`src/rtl/code84n_deserializer.sv`:
```
// code84n_deserializer: collects MSD-first 8,4,-2,-1 coded digits into a binary value
// and presents each completed frame over a valid/ready handshake.
module code84n_deserializer #(
  parameter int NDIGITS = 4,
  parameter int OUT_W   = 14
) (
  input  logic             clk,
  input  logic             rst_n,
  input  logic             in_valid,
  output logic             in_ready,
  input  logic [3:0]       in_code,
  input  logic             in_last,
  output logic             out_valid,
  input  logic             out_ready,
  output logic [OUT_W-1:0] out_value,
  output logic [3:0]       out_ndig,
  output logic [1:0]       out_err
);
  typedef enum logic {ACC, DONE} state_t;
  state_t           state_q, state_d;
  logic [OUT_W-1:0] acc_q, acc_d, val_q, val_d, acc_upd;
  logic [3:0]       cnt_q, cnt_d, ndig_q, ndig_d, cnt_inc, digit;
  logic [1:0]       err_q, err_d, oerr_q, oerr_d, err_upd;
  logic             rdy_q, ovalid_q, ovalid_d, bad, frame_end;
  always_comb begin
    digit = 4'd0;
    bad   = 1'b0;
    case (in_code)
      4'b0000: digit = 4'd0;
      4'b0111: digit = 4'd1;
      4'b0110: digit = 4'd2;
      4'b0101: digit = 4'd3;
      4'b0100: digit = 4'd4;
      4'b1011: digit = 4'd5;
      4'b1010: digit = 4'd6;
      4'b1001: digit = 4'd7;
      4'b1000: digit = 4'd8;
      4'b1111: digit = 4'd9;
      default: bad = 1'b1;
    endcase
  end
  assign cnt_inc   = cnt_q + 4'd1;
  assign acc_upd   = acc_q * OUT_W'(10) + OUT_W'(digit);
  assign frame_end = in_last | (cnt_inc == 4'(NDIGITS));
  assign err_upd   = err_q | {~in_last & (cnt_inc == 4'(NDIGITS)), bad};
  always_comb begin
    state_d  = state_q;
    acc_d    = acc_q;
    cnt_d    = cnt_q;
    err_d    = err_q;
    val_d    = val_q;
    ndig_d   = ndig_q;
    oerr_d   = oerr_q;
    ovalid_d = ovalid_q;
    if (state_q == ACC) begin
      if (in_valid && rdy_q) begin
        acc_d = acc_upd;
        cnt_d = cnt_inc;
        err_d = err_upd;
        if (frame_end) begin
          val_d    = acc_upd;
          ndig_d   = cnt_inc;
          oerr_d   = err_upd;
          ovalid_d = 1'b1;
          state_d  = DONE;
        end
      end
    end else if (out_ready) begin
      state_d  = ACC;
      ovalid_d = 1'b0;
      acc_d    = '0;
      cnt_d    = '0;
      err_d    = '0;
    end
  end
  // in_ready is registered from the next state, so it never depends on out_ready combinationally
  always_ff @(posedge clk or negedge rst_n) begin
    if (!rst_n) begin
      state_q  <= ACC;
      acc_q    <= '0;
      cnt_q    <= '0;
      err_q    <= '0;
      val_q    <= '0;
      ndig_q   <= '0;
      oerr_q   <= '0;
      ovalid_q <= 1'b0;
      rdy_q    <= 1'b0;
    end else begin
      state_q  <= state_d;
      acc_q    <= acc_d;
      cnt_q    <= cnt_d;
      err_q    <= err_d;
      val_q    <= val_d;
      ndig_q   <= ndig_d;
      oerr_q   <= oerr_d;
      ovalid_q <= ovalid_d;
      rdy_q    <= (state_d == ACC);
    end
  end
  assign in_ready  = rdy_q;
  assign out_valid = ovalid_q;
  assign out_value = val_q;
  assign out_ndig  = ndig_q;
  assign out_err   = oerr_q;
endmodule
```
`config.mk`:
```
export PLATFORM = sky130hd
export DESIGN_NAME = code84n_deserializer
export DESIGN_NICKNAME = d
export VERILOG_FILES = /design/src/rtl/code84n_deserializer.sv
export SDC_FILE = /design/constraint.sdc
export NUM_CORES = 1
export LEC_CHECK = 0
export ABC_AREA = 1
export CAP_MARGIN = 20
export CORE_ASPECT_RATIO = 1.4
export CORE_MARGIN = 1
export CORE_UTILIZATION = 50
export DETAILED_ROUTE_END_ITERATION = 8
export GPL_TIMING_DRIVEN = 0
export HOLD_SLACK_MARGIN = 0.05
export PLACE_DENSITY_LB_ADDON = 0.3
export RECOVER_POWER = 50
export SLEW_MARGIN = 20
export SYNTH_ARGS = -nofsm -noshare
export SYNTH_HDL_FRONTEND = slang
export SYNTH_SLANG_ARGS = --single-unit
```
`constraint.sdc`:
```
create_clock -name clk -period 2.1 [get_ports clk]
set_input_delay 0.42 -clock clk [delete_from_list [all_inputs] [get_ports clk]]
set_output_delay 0.42 -clock clk [all_outputs]
set_load 0.05 [all_outputs]
```
==> results list <==
- Kind of launch point of the worst setup path: flop
- Arrival time of the worst setup path: approximately 2700 ps
- CP max FO: 4
* Final Hold Vio Count: 0
- Summing over every cut layer, the via total after detailed routing is 2384.
- After detailed routing, the number of remaining DRC violations is 0.
- Starting Density: 53.0%
* Bufs and invs on worst path: 0
- Die extent in x: approximately 63 um
- The clock passes through at most 2 buffers.
* Nets: 418
* Number of antenna diodes: 0
- Top-Level Pins: 31
- Post-CTS clock slew at the launch and capture registers of the worst setup and hold paths: roughly 90 ps
- Most common cell after layout, fill and taps aside: sky130_fd_sc_hd__nand2_1
- Layout Area Growth over Synthesis: 26.9%
* Number of cells on the worst hold path: 2
* Peak Freq: approximately 0.42 GHz
- Input and output buffers added on the ports amount to 30.
- Critical-path top delay cell: sky130_fd_sc_hd__fa_2
- Status: finished, violations left
* Violations in the final reports: negative setup slack
* GR Util All Layers: around a quarter
- In the layout the commonest cells are sky130_fd_sc_hd__nand2_1, sky130_fd_sc_hd__inv_1, sky130_fd_sc_hd__dfrtp_1.
- Before antenna repair, the detailed router went through 4 iterations.
* Row cnt: 30
- Share of cells above drive strength 1: between 10% and 20%
* Worst path cell trace: ha_4 > ha_4 > fa_2 > nand3_2 > nor2_4 > nand3_1 > nor2_2 > nand4_1 > nand2_1 > nand3_1 > nand2_1
- After detailed routing, the total wire length is around 6200 um.
- The max-slew violation count is 0.
- Across the VDD grid, the largest voltage drop is 0.00101 V.
- Antenna Violating Nets Remaining: 0
* CP delay by family, top: adder cells
- Number of clock buffers inserted by TritonCTS: 5
- The most critical setup path has its startpoint at acc_q[3].
- Worst R2R End: out_value[13]
- Placed wire-length estimate: 4430 um
* Endpoints failing setup: 18
* Die ar.: approximately 5500 um^2
- Leftover overflow at the end of global routing: 0
- Summing the sequential cell areas from Yosys gives about two fifths of the chip area.
* Average cell area after synthesis: 7.83 um^2
* Antenna violations before repair: 0
- TritonCTS built the clock tree.
* Ratio of final minimum period to clock period: 115%
- RSZ-0062 raised after global routing: yes
- Post-Synthesis Net Count: 369
- Type of the worst setup path: reg -> reg
- STA classifies the critical path endpoint as a flop.
- Measured on the finished design, the core utilization comes to about two thirds.
- Entering global routing, the biggest net connects 27 pins.
- For this run, the number of Yosys warnings is 0.
- Clock root buffer: sky130_fd_sc_hd__clkbuf_8
- Minimum setup slack among reg-to-reg paths: -310 ps
* Worst slew slack as a fraction of its limit: 41.2%
- Final Hold Slack: 491 ps
* Post-Place Setup Slack: -836 ps
- Setup slack on the critical path of the routed design comes to -308 ps.
- Core Region: 4950 um^2
- Final Critical Period: about 2400 ps
* Endpoint of the worst setup timing path: out_value[13]
- The number of cells on the worst reg-to-reg path is 11.
- For this run, the slowest stage of the critical path takes ~560 ps.
- Worst endpoint required time: 2340 ps
- Power density normalized to cell area: roughly 1700 nW/um^2
- Count of unique library cells instantiated by Yosys: 30
- Max-cap violations in this run came to 0.
- Chip Height: ~88 um
* Mean routed wirelength per cell: 13.9 um
* Source of the worst register-to-register timing path: acc_q[3]
- Max H-tree Level: 2
- The clock reaches the later pin of the worst-skew pair after ~300 ps.
* Via count of the first global-routing pass: about 2400
* Worst slew pin tran: 882 ps
- The synthesized design contains between 40 and 50 register bits.
* Mapped Cells: 335
- The cell area that synthesis handed to floorplanning was around 2600 um^2.
* Routed via count divided by cell count: 5.31
- Hold Crit Class: reg -> reg
* Iteration-0 DRC count of the detailed router: ~130
- The tree built by TritonCTS fans out to 42 sinks.
* Leakage power figure: 1.71 nW
- At the end of routability-driven placement, the weighted congestion stood at 0.822.
* Maximum clock skew at final layout: about 14 ps
- In this run the number of cells on the critical path is 11.
- Overall power consumption after layout is estimated at 5.52 mW.
* Global-route wire length before repair: about 10000 um
-- timing repair --
item | CTS | global route
pin swaps | 16 | 12
endpoints found under the setup margin | 18 | 15
hold endpoints to repair | 6 | 0
hold buffers | 1 | 0
resized for setup | 23 | 12
setup buffers | 7 | 3
cloned | 0 | 0
-- per-layer routing --
| metal | track usage (%) | up-vias | wire length (um) |
|---|---|---|---|
| met5 | 0 | - | 0 |
| met4 | 10.5 | 0 | 127 |
| met3 | 4.56 | 12 | 197 |
| met2 | 45.5 | 53 | 3400 |
| met1 | 27.5 | 1141 | 2530 |
| li1 | - | 1178 | - |
-- power breakdown --
| group | switching (mW) | internal, mW | total, mW |
|---|---|---|---|
| Sequential | 0.246 | 1.14 | 1.38 |
| Combinational | 2.21 | 1.29 | 3.50 |
| Clock | 0.291 | 0.350 | 0.641 |
| Total | 2.75 | 2.78 | 5.52 |
-- synthesized netlist by cell type, drive strengths merged --
cell	instances	area share, %
buf	5	1.4
ha	23	11
nand3	31	6.5
or2	1	0.24
nand4	3	0.72
dfrtp	42	40
a21oi	7	1.3
o2111ai	1	0.33
o21bai	1	0.43
nand2	114	17
clkbuf	1	0.19
nor2	18	3.7
o21ai	31	5.9
o221ai	1	0.33
nand3b	3	0.86
xor2	4	1.3
fa	2	1.5
inv	43	6.2
nor3	1	0.19
xnor2	2	0.67
a211oi	1	0.29
-- layout make-up --
class | instances | area [um^2]
repair buffers | 42 | 372
clock inverters | 3 | 40.0
multi-input cells | 244 | 1520
clock buffers | 5 | 68.8
well taps | 64 | 80.1
plain buffers | 6 | 40.0
fillers | 428 | 1630
inverters | 43 | 161
flip-flops and latches | 42 | 1050
-- logic make-up after synthesis --
kind of cell	share of synthesized area [%]
AO/OA/AOI/OAI	8.63
XOR/XNOR	2.00
adder cells (fa/ha/maj)	12.5
buffers and inverters	7.73
flip-flops	40.1
AND/OR/NAND/NOR	29.1
-- worst register-to-register path, stage by stage, from the launching register on --
cell                      delay [ps]
sky130_fd_sc_hd__dfrtp_1         430
sky130_fd_sc_hd__ha_4            260
sky130_fd_sc_hd__ha_4            160
sky130_fd_sc_hd__fa_2            560
sky130_fd_sc_hd__nand3_2         110
sky130_fd_sc_hd__nor2_4          140
sky130_fd_sc_hd__nand3_1         120
sky130_fd_sc_hd__nor2_2          160
sky130_fd_sc_hd__nand4_1         130
sky130_fd_sc_hd__nand2_1         120
sky130_fd_sc_hd__nand3_1          90
sky130_fd_sc_hd__nand2_1          70
-- through the flow --
stage,instances,area (um^2),setup TNS [ps]
detailed placement,430,3020,-10260
floorplan,335,2630,-1100
finish,449,3330,-3060
global route,449,3330,-5220
global placement,429,3010,-26640
CTS,446,3290,-2670
-- state kept, by name, indices dropped and copies added, names as in the netlist --
signal / cells
acc_q: 13
err_q: 2
out_valid: 1
out_ndig: 4
out_err: 2
cnt_q: 4
in_ready: 1
out_value: 14
state_q: 1
-- worst min-delay path by stage --
stage,startpoint,end
after floorplan,rst_n,acc_q[0]
after global placement,out_value[12],out_value[12]
after detailed placement,rst_n,in_ready
after CTS,out_valid,out_valid
after global routing,out_valid,out_valid
final,out_value[12],out_value[12]
No activity file was read; power rests on OpenSTA's default activity.
